--- src/rtl/uart_axi4_pkg.sv ---
// Shared definitions for the UART AXI4 controller.
// Contents: register offsets, AXI response codes, transmitter state type
// and STATUS register bit positions.
package uart_axi4_pkg;

  localparam logic [31:0] UART_TXDATA_OFS = 32'h0;
  localparam logic [31:0] UART_STATUS_OFS = 32'h4;

  localparam logic [1:0] RESP_OKAY   = 2'b00;
  localparam logic [1:0] RESP_SLVERR = 2'b10;

  typedef enum logic [1:0] {IDLE, START, DATA, STOP} tx_state_t;

  localparam int STAT_FULL_BIT  = 0;
  localparam int STAT_EMPTY_BIT = 1;
  localparam int STAT_BUSY_BIT  = 2;
  localparam int STAT_CNT_LSB   = 8;
  localparam int STAT_CNT_MSB   = 11;

endpackage

--- src/rtl/uart_tx_fifo.sv ---
// Byte FIFO between the AXI write path and the serial transmitter.
// Ports:
//   clk, rst_n          : clock, synchronous active-low reset
//   push, push_data     : write request and data (ignored when full)
//   pop, pop_data       : read request (ignored when empty), head entry
//   full, empty, count  : occupancy flags and entry count
module uart_tx_fifo #(
  parameter int DEPTH  = 8,
  parameter int DATA_W = 8,
  parameter int CNT_W  = $clog2(DEPTH) + 1
) (
  input  logic              clk,
  input  logic              rst_n,
  input  logic              push,
  input  logic [DATA_W-1:0] push_data,
  input  logic              pop,
  output logic [DATA_W-1:0] pop_data,
  output logic              full,
  output logic              empty,
  output logic [CNT_W-1:0]  count
);

  localparam int AW = $clog2(DEPTH);

  logic [DATA_W-1:0] mem [DEPTH];
  logic [AW-1:0]     wr_ptr;
  logic [AW-1:0]     rd_ptr;
  logic              do_push;
  logic              do_pop;

  assign full     = (count == CNT_W'(DEPTH));
  assign empty    = (count == '0);
  assign do_push  = push & ~full;
  assign do_pop   = pop & ~empty;
  assign pop_data = mem[rd_ptr];

  // Pointers wrap naturally because DEPTH is a power of two.
  always_ff @(posedge clk) begin
    if (!rst_n) begin
      wr_ptr <= '0;
      rd_ptr <= '0;
      count  <= '0;
    end else begin
      if (do_push) wr_ptr <= wr_ptr + AW'(1);
      if (do_pop)  rd_ptr <= rd_ptr + AW'(1);
      count <= count + CNT_W'(do_push) - CNT_W'(do_pop);
    end
  end

  always_ff @(posedge clk) begin
    if (do_push) mem[wr_ptr] <= push_data;
  end

endmodule

--- src/rtl/uart_axi4_ctrl.sv ---
// AXI4 slave exposing a UART transmitter: TXDATA (BASE+0, write-only) and
// STATUS (BASE+4, read-only), a byte FIFO and an 8N1 serial sequencer
// paced by a baud counter on the core clock.
// Ports:
//   CLK, RST_N          : core clock, synchronous active-low reset
//   slave_AW*/W*/B*     : AXI4 write address, data and response channels
//   slave_AR*/R*        : AXI4 read address and data channels
//   uart_tx             : registered serial output, idle high
//   tx_busy             : FIFO non-empty or frame in progress
module uart_axi4_ctrl
  import uart_axi4_pkg::*;
#(
  parameter logic [31:0] UART_BASE  = 32'h9000_0000,
  parameter int          BAUD_DIV   = 1250,
  parameter int          FIFO_DEPTH = 8
) (
  input  logic        CLK,
  input  logic        RST_N,
  input  logic        slave_AWVALID,
  output logic        slave_AWREADY,
  input  logic [31:0] slave_AWADDR,
  input  logic [3:0]  slave_AWID,
  input  logic [7:0]  slave_AWLEN,
  input  logic        slave_WVALID,
  output logic        slave_WREADY,
  input  logic [31:0] slave_WDATA,
  input  logic [3:0]  slave_WSTRB,
  input  logic        slave_WLAST,
  output logic        slave_BVALID,
  input  logic        slave_BREADY,
  output logic [1:0]  slave_BRESP,
  output logic [3:0]  slave_BID,
  input  logic        slave_ARVALID,
  output logic        slave_ARREADY,
  input  logic [31:0] slave_ARADDR,
  input  logic [3:0]  slave_ARID,
  input  logic [7:0]  slave_ARLEN,
  output logic        slave_RVALID,
  input  logic        slave_RREADY,
  output logic [31:0] slave_RDATA,
  output logic [1:0]  slave_RRESP,
  output logic [3:0]  slave_RID,
  output logic        slave_RLAST,
  output logic        uart_tx,
  output logic        tx_busy
);

  localparam int CNT_W = $clog2(FIFO_DEPTH) + 1;
  localparam int BD_W  = $clog2(BAUD_DIV + 1);

  // Keeps READY low in the first cycle after reset.
  logic              up;
  logic              aw_held, w_held;
  logic [31:0]       aw_addr_q;
  logic [3:0]        aw_id_q;
  logic [7:0]        aw_len_q;
  logic [7:0]        w_data_q;
  logic              w_strb0_q;
  logic [31:0]       aw_ofs, ar_ofs;
  logic              wr_ok, wr_is_tx, wr_exec, rd_ok, rd_is_status;
  logic [31:0]       status_word;
  logic              fifo_push, fifo_pop, fifo_full, fifo_empty;
  logic [7:0]        fifo_rdata;
  logic [CNT_W-1:0]  fifo_count;
  tx_state_t         state, state_n;
  logic [BD_W-1:0]   baud, baud_n;
  logic [2:0]        idx, idx_n;
  logic [7:0]        shift, shift_n;
  logic              tx_n, baud_wrap;
  logic              unused_inputs;

  assign unused_inputs = ^{slave_WDATA[31:8], slave_WSTRB[3:1], slave_WLAST};

  uart_tx_fifo #(.DEPTH(FIFO_DEPTH), .DATA_W(8), .CNT_W(CNT_W)) u_fifo (
    .clk(CLK), .rst_n(RST_N), .push(fifo_push), .push_data(w_data_q),
    .pop(fifo_pop), .pop_data(fifo_rdata), .full(fifo_full),
    .empty(fifo_empty), .count(fifo_count)
  );

  assign slave_AWREADY = up & ~aw_held & ~slave_BVALID;
  assign slave_WREADY  = up & ~w_held & ~slave_BVALID;
  assign slave_ARREADY = up & ~slave_RVALID;
  assign slave_RLAST   = slave_RVALID;
  assign tx_busy       = (state != IDLE) | ~fifo_empty;

  // Window check is an unsigned offset compare, so addresses below BASE fail too.
  assign aw_ofs   = aw_addr_q - UART_BASE;
  assign wr_ok    = (aw_ofs[31:3] == '0) && (aw_len_q == '0);
  assign wr_is_tx = wr_ok && (aw_ofs[2:0] < UART_STATUS_OFS[2:0]) && w_strb0_q;
  // A push into a full FIFO stalls the whole write until a slot frees.
  assign wr_exec   = aw_held && w_held && !slave_BVALID && !(wr_is_tx && fifo_full);
  assign fifo_push = wr_exec && wr_is_tx;

  assign ar_ofs       = slave_ARADDR - UART_BASE;
  assign rd_ok        = (ar_ofs[31:3] == '0) && (slave_ARLEN == '0);
  assign rd_is_status = rd_ok && (ar_ofs[2:0] >= UART_STATUS_OFS[2:0]);

  always_comb begin
    status_word = '0;
    status_word[STAT_FULL_BIT]  = fifo_full;
    status_word[STAT_EMPTY_BIT] = fifo_empty;
    status_word[STAT_BUSY_BIT]  = tx_busy;
    status_word[STAT_CNT_MSB:STAT_CNT_LSB] = 4'(fifo_count);
  end

  // AXI control and response registers
  always_ff @(posedge CLK) begin
    if (!RST_N) begin
      up           <= 1'b0;
      aw_held      <= 1'b0;
      w_held       <= 1'b0;
      slave_BVALID <= 1'b0;
      slave_BRESP  <= RESP_OKAY;
      slave_BID    <= '0;
      slave_RVALID <= 1'b0;
      slave_RDATA  <= '0;
      slave_RRESP  <= RESP_OKAY;
      slave_RID    <= '0;
    end else begin
      up <= 1'b1;
      if (slave_AWVALID && slave_AWREADY) aw_held <= 1'b1;
      if (slave_WVALID && slave_WREADY)   w_held  <= 1'b1;
      if (wr_exec) begin
        slave_BVALID <= 1'b1;
        slave_BRESP  <= wr_ok ? RESP_OKAY : RESP_SLVERR;
        slave_BID    <= aw_id_q;
      end else if (slave_BVALID && slave_BREADY) begin
        slave_BVALID <= 1'b0;
        aw_held      <= 1'b0;
        w_held       <= 1'b0;
      end
      if (slave_ARVALID && slave_ARREADY) begin
        slave_RVALID <= 1'b1;
        slave_RDATA  <= rd_is_status ? status_word : '0;
        slave_RRESP  <= rd_ok ? RESP_OKAY : RESP_SLVERR;
        slave_RID    <= slave_ARID;
      end else if (slave_RVALID && slave_RREADY) begin
        slave_RVALID <= 1'b0;
      end
    end
  end

  // Write holding data
  always_ff @(posedge CLK) begin
    if (slave_AWVALID && slave_AWREADY) begin
      aw_addr_q <= slave_AWADDR;
      aw_id_q   <= slave_AWID;
      aw_len_q  <= slave_AWLEN;
    end
    if (slave_WVALID && slave_WREADY) begin
      w_data_q  <= slave_WDATA[7:0];
      w_strb0_q <= slave_WSTRB[0];
    end
  end

  // uart_tx is registered, so tx_n carries the line level of the next state.
  always_comb begin
    state_n   = state;
    baud_n    = baud;
    idx_n     = idx;
    shift_n   = shift;
    tx_n      = uart_tx;
    fifo_pop  = 1'b0;
    baud_wrap = (baud == BD_W'(BAUD_DIV - 1));
    unique case (state)
      IDLE: begin
        tx_n = 1'b1;
        if (!fifo_empty) begin
          fifo_pop = 1'b1;
          shift_n  = fifo_rdata;
          baud_n   = '0;
          state_n  = START;
          tx_n     = 1'b0;
        end
      end
      START: begin
        baud_n = baud_wrap ? '0 : baud + BD_W'(1);
        if (baud_wrap) begin
          state_n = DATA;
          idx_n   = 3'd0;
          tx_n    = shift[0];
        end
      end
      DATA: begin
        baud_n = baud_wrap ? '0 : baud + BD_W'(1);
        if (baud_wrap) begin
          if (idx == 3'd7) begin
            state_n = STOP;
            tx_n    = 1'b1;
          end else begin
            idx_n = idx + 3'd1;
            tx_n  = shift[idx + 3'd1];
          end
        end
      end
      STOP: begin
        baud_n = baud_wrap ? '0 : baud + BD_W'(1);
        tx_n   = 1'b1;
        if (baud_wrap) state_n = IDLE;
      end
      default: state_n = IDLE;
    endcase
  end

  // Transmitter state register
  always_ff @(posedge CLK) begin
    if (!RST_N) begin
      state   <= IDLE;
      baud    <= '0;
      idx     <= '0;
      uart_tx <= 1'b1;
    end else begin
      state   <= state_n;
      baud    <= baud_n;
      idx     <= idx_n;
      uart_tx <= tx_n;
    end
  end

  always_ff @(posedge CLK) begin
    shift <= shift_n;
  end

endmodule

--- config.mk ---
export PLATFORM = sky130hd
export DESIGN_NAME = uart_axi4_ctrl
export DESIGN_NICKNAME = d
export VERILOG_FILES = /design/src/rtl/uart_axi4_pkg.sv /design/src/rtl/uart_tx_fifo.sv /design/src/rtl/uart_axi4_ctrl.sv
export SDC_FILE = /design/constraint.sdc
export NUM_CORES = 1
export LEC_CHECK = 0
export ABC_CLOCK_PERIOD_IN_PS = 8650
export BUFFER_PORTS_ARGS = -buffer_cell sky130_fd_sc_hd__buf_2
export CAP_MARGIN = 20
export CORE_UTILIZATION = 45
export CTS_CLUSTER_SIZE = 10
export DETAILED_ROUTE_END_ITERATION = 6
export PLACE_DENSITY = 0.73
export SYNTH_ARGS = -nofsm -noshare
export SYNTH_HDL_FRONTEND = slang
export SYNTH_HIERARCHICAL = 1
export SYNTH_SLANG_ARGS = --single-unit
--- constraint.sdc ---
create_clock -name CLK -period 8.65 [get_ports CLK]
set_clock_uncertainty 0.1 [all_clocks]
set_input_delay 1.2975 -clock CLK [delete_from_list [all_inputs] [get_ports CLK]]
set_output_delay 1.2975 -clock CLK [all_outputs]
set_load 0.02 [all_outputs]
# Word level (Yosys, flattened, before mapping)
# Memory sizes are Yosys's and may differ from the RTL's. A register that Yosys moved wholly into a read port is not among the register bits.
# Cells that the tools add are included.
[word_totals]
register_bits = 129
latch_bits = 0
mem_bits_rw = 64
rom_bits = 0
inputBits = 132
output_inout_bits = 52
word_cells = 130
n_memories = 1
[classes]
n_addsub = 8
n_mul = 0
div_mod_pow = 0
n_lt_le_gt_ge = 3
eq_ne = 12
shifts = 0
mux = 38
bitwise_logic = 14
reduce_logical = 32
[mem_list]
columns = ["name", "depth", "word_bits", "read_ports", "rd_ports_with_merged_regs", "write_ports", "line_no", "rtl"]
rows = [
  ["u_fifo.mem", 8, 8, 1, 1, 1, "uart_tx_fifo.sv:25", "logic [DATA_W-1:0] mem [DEPTH];"],
]
[ops]
columns = ["cell", "n"]
rows = [
  ["$sub A32 B32 Y32 const B", 2],
  ["$logic_not A29 Y1", 2],
  ["$mux W11", 2],
  ["$pmux W11 S2", 1],
  ["$mux W1", 20],
  ["$logic_not A8 Y1", 2],
  ["$logic_and A1 B1 Y1", 15],
  ["$mux W2", 7],
  ["$mux W12", 1],
  ["$ne A2 B2 Y1 const B", 6],
  ["$add A11 B1 Y11 const B", 1],
  ["$eq A11 B11 Y1 const B", 1],
  ["$add A3 B1 Y3 const B", 3],
  ["$mux W3", 3],
  ["$pmux W2 S4", 1],
  ["$reduce_bool A2 Y1", 4],
  ["$and A1 B1 Y1", 7],
  ["$not A1 Y1", 6],
  ["$pmux W3 S2", 1],
  ["$reduce_and A5 Y1", 1],
  ["$add A4 B1 Y4", 1],
  ["$eq A2 B2 Y1 const B", 2],
  ["$eq A4 B4 Y1 const B", 1],
  ["$logic_not A4 Y1", 1],
  ["other kinds (14)", 16],
]

# Longest topological paths before layout
# Gate-level depths: netlist of the first run.
[logic_depth]
ltp_word = 12
depth_mapped = 14
mapped_depth_nobuf = 14

# Hierarchy
# The synthesis of the first run kept the hierarchy.
[modules_own_cells]
columns = ["mod", "instances", "cells_each", "area_each_um2", "seq_area_each_um2"]
rows = [
  ["uart_axi4_ctrl", 1, 322, 4082.7, 2552.4],
  ["uart_tx_fifo", 1, 172, 3180.6, 2182.1],
]

# Worst setup path before layout of the first run
# Ideal clock, no wire load.
[synth_timing]
kind = "register to register"
from = "register aw_addr_q[28]"
to = "memory u_fifo.mem[0][0], enable pin"
setup_time_ns = 0.395
arrival_time_ns = 2.421
required_time_ns = 8.155
setup_slack_ns = 5.735
path_stages_with_launch = 9
path_buffers = 0
path_cell_list = "edfxtp_1 inv_1 ha_1 nor4b_1 nand4_1 nor3_1 and4b_1 nand2_2 nor4_1"
[synth_between]
elab_chain_len = 12
[synth_rtl]
columns = ["item", "line_no", "rtl"]
rows = [
  ["start, declared", "uart_axi4_ctrl.sv:54", "logic [31:0] aw_addr_q;"],
  ["start signal, assigned", "uart_axi4_ctrl.sv:146", "aw_addr_q <= slave_AWADDR;"],
  ["$sub A32 B32 Y32 (*)", "uart_axi4_ctrl.sv:87", "assign aw_ofs = aw_addr_q - UART_BASE;"],
  ["$logic_not A29 Y1 (*)", "uart_axi4_ctrl.sv:88", "assign wr_ok = (aw_ofs[31:3] == '0) && (aw_len_q == '0);"],
  ["$logic_and A1 B1 Y1 (*)", "uart_axi4_ctrl.sv:88", ""],
  ["$logic_and A1 B1 Y1 (*) (2 in series)", "uart_axi4_ctrl.sv:89", "assign wr_is_tx = wr_ok && (aw_ofs[2:0] < UART_STATUS_OFS[2:0]) && w_strb0_q;"],
  ["$logic_and A1 B1 Y1", "uart_axi4_ctrl.sv:91", "assign wr_exec = aw_held && w_held && !slave_BVALID && !(wr_is_tx && fifo_full);"],
  ["$logic_not A1 Y1", "uart_axi4_ctrl.sv:91", ""],
  ["$logic_and A1 B1 Y1", "uart_axi4_ctrl.sv:91", ""],
  ["$logic_and A1 B1 Y1 (*)", "uart_axi4_ctrl.sv:92", "assign fifo_push = wr_exec && wr_is_tx;"],
  ["net fifo_push", "uart_axi4_ctrl.sv:62", "logic fifo_push, fifo_pop, fifo_full, fifo_empty;"],
  ["$and A1 B1 Y1 (*)", "uart_tx_fifo.sv:33", "assign do_push = push & ~full;"],
  ["$mux W1 (*)", "uart_tx_fifo.sv:51", "if (do_push) mem[wr_ptr] <= push_data;"],
  ["$mux W1 (not written as such) (*)", "uart_tx_fifo.sv:51", ""],
  ["end, declared", "uart_tx_fifo.sv:25", ""],
]
# The timed path passes the listed nets; every way through them passes the cells marked *.

# Final worst setup path of the first run
[layout_timing]
from = "register u_fifo.count[2]"
to = "output tx_busy"
[layout_between]
elab_chain_len = 3
[layout_rtl]
columns = ["item", "line_no", "rtl"]
rows = [
  ["start, declared", "uart_tx_fifo.sv:20", "output logic [CNT_W-1:0] count"],
  ["start signal, assigned", "uart_tx_fifo.sv:46", "count <= count + CNT_W'(do_push) - CNT_W'(do_pop);"],
  ["$logic_not A4 Y1", "uart_tx_fifo.sv:32", "assign empty = (count == '0);"],
  ["net fifo_empty", "uart_axi4_ctrl.sv:62", ""],
  ["$not A1 Y1", "uart_axi4_ctrl.sv:84", "assign tx_busy = (state != IDLE) | ~fifo_empty;"],
  ["$or A1 B1 Y1", "uart_axi4_ctrl.sv:84", ""],
  ["end, declared", "uart_axi4_ctrl.sv:45", "output logic tx_busy"],
]
# The timed path passes the listed nets, and every way through them passes these cells.

==> results of run 1 <==
[synth_stat cells, types with 5 or more instances]
| library cell | n |
|---|---|
| nand2b_1 | 8 |
| o21ai_0 | 9 |
| xor2_1 | 5 |
| mux4_1 | 17 |
| nor2_1 | 19 |
| nor4b_1 | 7 |
| a21oi_1 | 6 |
| nor2b_1 | 10 |
| inv_1 | 15 |
| clkbuf_1 | 5 |
| xnor2_1 | 7 |
| and2_1 | 10 |
| edfxtp_1 | 123 |
| dfxtp_1 | 52 |
| a22o_1 | 7 |
| ha_1 | 18 |
| nor4_1 | 13 |
| nand4_1 | 7 |
| mux2i_1 | 13 |
| a21boi_0 | 10 |
| nor3_1 | 9 |
| buf_4 | 29 |
| mux2_2 | 9 |
| nand2_1 | 41 |
[logic make-up (layout without fill, tap and decap cells)]
kind of cell / Yosys count / count (layout)
xor+xnor: 12 / 12
other cells: 1 / 27
buf+inv: 58 / 177
flops: 175 / 175
mux: 40 / 40
fa+ha+maj: 19 / 19
simple gates: 144 / 144
compound gates: 45 / 45
[critical path, delay by kind of cell, from the launching register on]
family                     cells  cell delay [ns]
and+or+nand+nor                2             1.06
buffers and inverters          3             0.38
DFF                            1             0.31
adders and majority gates      1             0.15
[worst max-delay path by stage]
| stage | endpoint |
|---|---|
| finish | tx_busy |
| global route | tx_busy |
| CTS | tx_busy |
| detailed placement | u_fifo/count[2]$_SDFF_PN0_ |
| global placement | u_fifo/mem[0][2]$_DFFE_PP_ |
| floorplan | u_fifo/mem[0][0]$_DFFE_PP_ |
[area by class of cell]
type	instances	share of cell area (%)
Clock buffer	17	4.95
Clock inverter	15	1.98
Inverter	16	0.699
Multi-Input combinational cell	287	26.4
Sequential cell	175	55.1
Tap cell	216	3.15
Timing Repair Buffer	129	7.66
[metal layers]
metal  part of all wire [%]  wire, um
met2                     52      6290
met4                    2.0       239
met3                    4.7       573
met5                      0         0
met1                     42      5110
[through the flow]
step                cells  util [%]
floorplan             520         -
global placement      822      50.5
detailed placement    823      50.5
CTS                   855      54.3
global route          855      54.3
finish                855      54.3
[registers in the layout, summed over array words and instances, names as in the netlist, 2 cells and up, named ones only]
name           cells
u_fifo/mem        64
aw_addr_q         30
baud              11
aw_len_q           8
shift              8
w_data_q           8
slave_RDATA        7
aw_id_q            4
slave_BID          4
slave_RID          4
u_fifo/count       4
idx                3
u_fifo/rd_ptr      3
u_fifo/wr_ptr      3
state              2
[report_power, final]
group | switching [mW] | leakage, nW | internal (mW) | total [mW]
sequential | 0.0435 | 1.55 | 0.963 | 1.01
clock | 0.336 | 0.291 | 0.412 | 0.748
combinational | 0.168 | 1.42 | 0.146 | 0.314
==> results.sh, run 1 <==
export IMPL_status="complete, no violations"
export IMPL_drt_iter0_drc=225
export IMPL_mostFrequentLayoutCells="buf_2 (124), edfxtp_1 (123), dfxtp_1 (52), nand2_1 (41), conb_1 (27)"
export IMPL_ys_async_sr_fraction_pct=0
export IMPL_ff2ff_path_depth=11
export IMPL_layout_commonest_cell="buf_2"
export IMPL_power_leakage_nw=3.26
export IMPL_die_area_sq_um=16700
export IMPL_synth_top_area_cell="edfxtp_1"
export IMPL_die_height_um=129
export IMPL_whs_ns=0.357
export IMPL_die_w_um=129
export IMPL_ys_top_cells_by_area="edfxtp_1 (51%), dfxtp_1 (14%), mux4_1 (6.1%)"
export IMPL_min_path_type="reg -> reg"
export IMPL_finalSetupTns_ns=0
export IMPL_antenna_found_initial=0
export IMPL_synth_mux_area_share_pct=9.65
export IMPL_drt_wl_total_um=12200
export IMPL_yosysSeqAreaShare_pct=65.2
export IMPL_cts_resized_gates=0
export IMPL_pre_cts_ws_ns=5.30
export IMPL_post_cts_repair_setup_buffers=0
export IMPL_r2r_start="u_fifo/count[2]$_SDFF_PN0_"
export IMPL_drive_gt1_share_pct=28.5
export IMPL_hold_viol=0
export IMPL_ys_warn_count=6
export IMPL_grt_pass1_wl_um=20300
export IMPL_synth_compound_area_share_pct=4.31
export IMPL_cpMaxStageDelayCell="nor3b_1"
export IMPL_period_share_pct=43.0
export IMPL_viasPerCell=4.95
export IMPL_min_delay_start="slave_BID[2]$_SDFFE_PN0P_"
export IMPL_firstDrtPassIters=4
export IMPL_layout_area_seq_sq_um=4730
export IMPL_synthToLayoutAreaGrowth_pct=18.3
export IMPL_io_buffer_count=124
export IMPL_synth_simple_area_share_pct=11.0
export IMPL_dp_hpwl_um=8850
export IMPL_critPathArrivalTime_ns=2.32
export IMPL_clock_root_buffer="clkbuf_16"
export IMPL_avgSynthCellArea_sq_um=14.7
export IMPL_required_ns=7.25
export IMPL_antenna_cells=0
export IMPL_worstMarginPinSlew_ns=0.906
export IMPL_cap_violations=0
export IMPL_synth_edff_count=123
export IMPL_synthDistinctLibCells=58
export IMPL_met2_usage_pct=28.7
export IMPL_synth_cells=494
export IMPL_nFillCells=1264
export IMPL_busiest_layer="met2"
export IMPL_grt_use_met1_pct=18.3
export IMPL_setup_viol=0
export IMPL_min_path_cells=2
export IMPL_synth_top_family_by_area="simple AND/OR/NAND/NOR gates"
export IMPL_met3_usage_pct=5.24
export IMPL_critical_path_class="reg -> out"
export IMPL_numCtsBuffers=17
export IMPL_cpPeakStageDelay_ns=0.65
export IMPL_synth_xor_area_share_pct=1.45
export IMPL_synth_top_cell_area_share_pct=50.9
export IMPL_cts_tree="yes"
export IMPL_start_util_pct=45.9
export IMPL_crit_start="u_fifo/count[2]$_SDFF_PN0_"
export IMPL_grt_pass1_vias=4307
export IMPL_routabilityCongestion=0.810
export IMPL_synthAdderAreaFrac_pct=3.38
export IMPL_cellPowerDensity_nw_per_um2=241
export IMPL_synth_cell_area_sq_um=7260
export IMPL_grt_overflow_total=0
export IMPL_layout_setup_ws_ns=4.93
export IMPL_fin_crit_ns=3.72
export IMPL_clkSinkCount=175
export IMPL_wl_per_cell_um=14.3
export IMPL_hold_end="slave_BID[2]$_SDFFE_PN0P_"
export IMPL_path_clk_slew_ns=0.07
export IMPL_io_pins=184
export IMPL_rows=46
export IMPL_relSlewSlack_pct=39.5
export IMPL_yosys_register_bits=175
export IMPL_multi_input_area_sq_um=2270
export IMPL_worstSetupEndpointType="output port"
export IMPL_slew_violations=0
export IMPL_fmax_mhz=269
export IMPL_h_tree_depth=4
export IMPL_crit_chain="inv_1 > ha_1 > nor3b_1 > and2_1 > inv_2 > buf_2"
export IMPL_route_detailed_drc=0
export IMPL_nNetsFinal=777
export IMPL_clk_path_buf_depth=2
export IMPL_path_max_fanout=8
export IMPL_coreArea_sq_um=15800
export IMPL_synthFlopType="edfxtp_1"
export IMPL_rsz0062_at_grt="false"
export IMPL_ctsHoldBuffers=0
export IMPL_grt_max_degree=48
export IMPL_r2r_setup_slack_ns=5.29
export IMPL_cp_start_kind="register"
export IMPL_post_route_cell_area_sq_um=8590
export IMPL_placedInstanceArea_sq_um=8000
export IMPL_power_mw=2.07
export IMPL_detail_route_antenna_nets=0
export IMPL_r2r_end="u_fifo/count[2]$_SDFF_PN0_"
export IMPL_vias=4230
export IMPL_ir_worst_vdd_uv=164
export IMPL_clk_latency_ns=0.42
export IMPL_track_usage_pct=16.3
Power figures use the tool's default switching activity.
==> run 2: changes to the inputs <==
Settings changed: ABC_CLOCK_PERIOD_IN_PS 8650 to 3300, PLACE_DENSITY 0.73 to 0.76.
Clock period 8.65 ns to 3.3 ns, I/O delays scaled along.
==> run 2 against run 1 <==
Sequential cell count did not move. Clock power rose to 2.7 times the previous value. Final cell count rose by 0.70%. Combinational power rose to 2.8 times the previous value. First-iteration DRC count fell by 0.44%. Register-to-register slack worse by 5.1 ns. Via count up 1.6%. Sequential power grew to 2.6 times the previous value. Wire length grew 3.7%. Setup slack lost 4.7 ns. Global-route usage up 0.30 points. Utilization is 0.36 points higher. Critical path type is now reg -> reg.
==> results.sh, run 2 (synthesis results as in run 1) <==
export IMPL_status="complete, no violations"
export IMPL_utilization_pct=54.6
export IMPL_required_ns=3.52
export IMPL_worstSetupEndpointType="register"
export IMPL_mostFrequentLayoutCells="buf_2 (124), edfxtp_1 (123), dfxtp_1 (52), nand2_1 (41), conb_1 (27)"
export IMPL_r2r_start="aw_addr_q[28]$_DFFE_PP_"
export IMPL_combPwrFrac_pct=16.1
export IMPL_cp_top_family="simple AND/OR/NAND/NOR gates"
export IMPL_crit_chain="inv_1 > ha_1 > nor4b_2 > nand4_1 > nor3_2 > and4b_1 > nand2_4 > xnor2_1 > ha_1 > inv_1 > fa_1 > xnor2_1 > and2_1"
export IMPL_viasPerCell=4.99
export IMPL_dp_hpwl_um=8930
export IMPL_die_height_um=129
export IMPL_die_area_sq_um=16700
export IMPL_ir_worst_vdd_uv=418
export IMPL_cellPowerDensity_nw_per_um2=640
export IMPL_critPathArrivalTime_ns=3.31
export IMPL_relSlewSlack_pct=39.7
export IMPL_worstMarginPinSlew_ns=0.904
export IMPL_coreArea_sq_um=15800
export IMPL_clk_latency_ns=0.42
export IMPL_multi_input_area_sq_um=2280
export IMPL_drt_iter0_drc=224
export IMPL_ctsHoldBuffers=0
export IMPL_setup_viol=0
export IMPL_die_w_um=129
export IMPL_period_share_pct=93.7
export IMPL_clk_path_buf_depth=2
export IMPL_p_int_mw=4.08
export IMPL_rsz0062_at_grt="false"
export IMPL_critical_path_class="reg -> reg"
export IMPL_routabilityCongestion=0.784
export IMPL_numCtsBuffers=17
export IMPL_cpPeakStageDelay_ns=0.38
export IMPL_hold_viol=0
export IMPL_antenna_found_initial=0
export IMPL_dp_cells=829
export IMPL_p_sw_share_pct=26.2
export IMPL_nFillCells=1257
export IMPL_path_clk_slew_ns=0.07
export IMPL_io_pins=184
export IMPL_route_detailed_drc=0
export IMPL_grt_pass1_wl_um=20900
export IMPL_top_register="u_fifo/mem"
export IMPL_grt_max_degree=48
export IMPL_vias=4297
export IMPL_power_frac_clock_pct=36.2
export IMPL_cp_start_kind="register"
export IMPL_crit_start="aw_addr_q[28]$_DFFE_PP_"
export IMPL_wl_per_cell_um=14.7
export IMPL_fmax_mhz=323
export IMPL_cts_tree="yes"
export IMPL_nNetsFinal=783
export IMPL_whs_ns=0.141
export IMPL_antenna_cells=0
export IMPL_layout_setup_ws_ns=0.208
export IMPL_io_buffer_count=124
export IMPL_final_cells=861
export IMPL_h_tree_depth=4
export IMPL_track_usage_pct=16.6
export IMPL_grt_pass1_vias=4410
export IMPL_firstDrtPassIters=4
export IMPL_post_cts_repair_setup_buffers=0
export IMPL_pre_cts_ws_ns=-0.0228
export IMPL_drt_wl_total_um=12700
export IMPL_seq_power_share_pct=47.7
export IMPL_cpMaxStageDelayCell="fa_1"
export IMPL_layout_area_seq_sq_um=4730
export IMPL_fin_crit_ns=3.09
export IMPL_top_regs="u_fifo/mem: 64 flops, aw_addr_q: 30 flops, baud: 11 flops"
export IMPL_clkSinkCount=175
export IMPL_path_max_fanout=9
export IMPL_layout_commonest_cell="buf_2"
export IMPL_grt_overflow_total=0
export IMPL_largest_reg_flops=64
export IMPL_p_switching_mw=1.45
export IMPL_drive_gt1_share_pct=29.5
export IMPL_rows=46
export IMPL_cp_num_buf_inv=2
export IMPL_min_path_type="in -> reg"
export IMPL_slew_violations=0
export IMPL_start_util_pct=45.9
export IMPL_cap_violations=0
export IMPL_synthToLayoutAreaGrowth_pct=19.1
export IMPL_min_delay_start="slave_AWLEN[4]"
export IMPL_detail_route_antenna_nets=0
export IMPL_power_leakage_nw=3.30
export IMPL_clock_root_buffer="clkbuf_16"
## run 2: repair_timing
item | in CTS | in global routing
resized for setup | 1 | 3
cloned | 0 | 0
endpoints found under the setup margin | 1 | 1
## run 2: path summary, 6_finish.rpt
path / slack (ns) / depth (start not counted) / to
max reg2reg: 0.21 / 13 / u_fifo/count[2]$_SDFF_PN0_
max: 0.21 / 13 / u_fifo/count[2]$_SDFF_PN0_
min: 0.14 / 1 / aw_len_q[4]$_DFFE_PP_
min reg2reg: 0.36 / 2 / slave_BID[2]$_SDFFE_PN0P_
## run 2: stage by stage
| step | instance area, sq um | setup TNS [ns] | power (mW) |
|---|---|---|---|
| after global placement | 8030 | 0 | 3.51 |
| after floorplan | 7360 | 0 | 3.34 |
| after CTS | 8640 | 0 | 5.57 |
| final | 8650 | 0 | 5.53 |
| after global routing | 8650 | 0 | 5.77 |
| after detailed placement | 8030 | -0.0228 | 3.56 |
## run 2: final cells by class
type | instances | area share (%)
Clock buffer | 17 | 4.92
Clock inverter | 15 | 1.98
Inverter | 16 | 0.695
Multi-Input combinational cell | 287 | 26.4
Sequential cell | 175 | 54.8
Tap cell | 216 | 3.13
Timing Repair Buffer | 135 | 8.13
## run 2: power groups by stage
stage	clock, mW	sequential (mW)	combinational, mW
global route	2.12	2.66	0.985
CTS	2.04	2.64	0.890
global placement	0	2.68	0.829
detailed placement	0	2.69	0.873
finish	2.00	2.64	0.891
floorplan	0	2.64	0.698
## run 2: worst register-to-register path: cells and delay by family (launching register included)
kind                       cells  cell delay, ns
DFF                            1            0.37
adders and majority gates      3            0.83
xor gates and xnor gates       2            0.32
and+or+nand+nor                6            1.26
buffers and inverters          2            0.11
## run 2: metal layers
layer,global-route usage (%),part of all wire (%)
met5,0,0
met1,18.4,41
met4,7.75,2.3
met3,4.05,3.6
met2,30.0,53
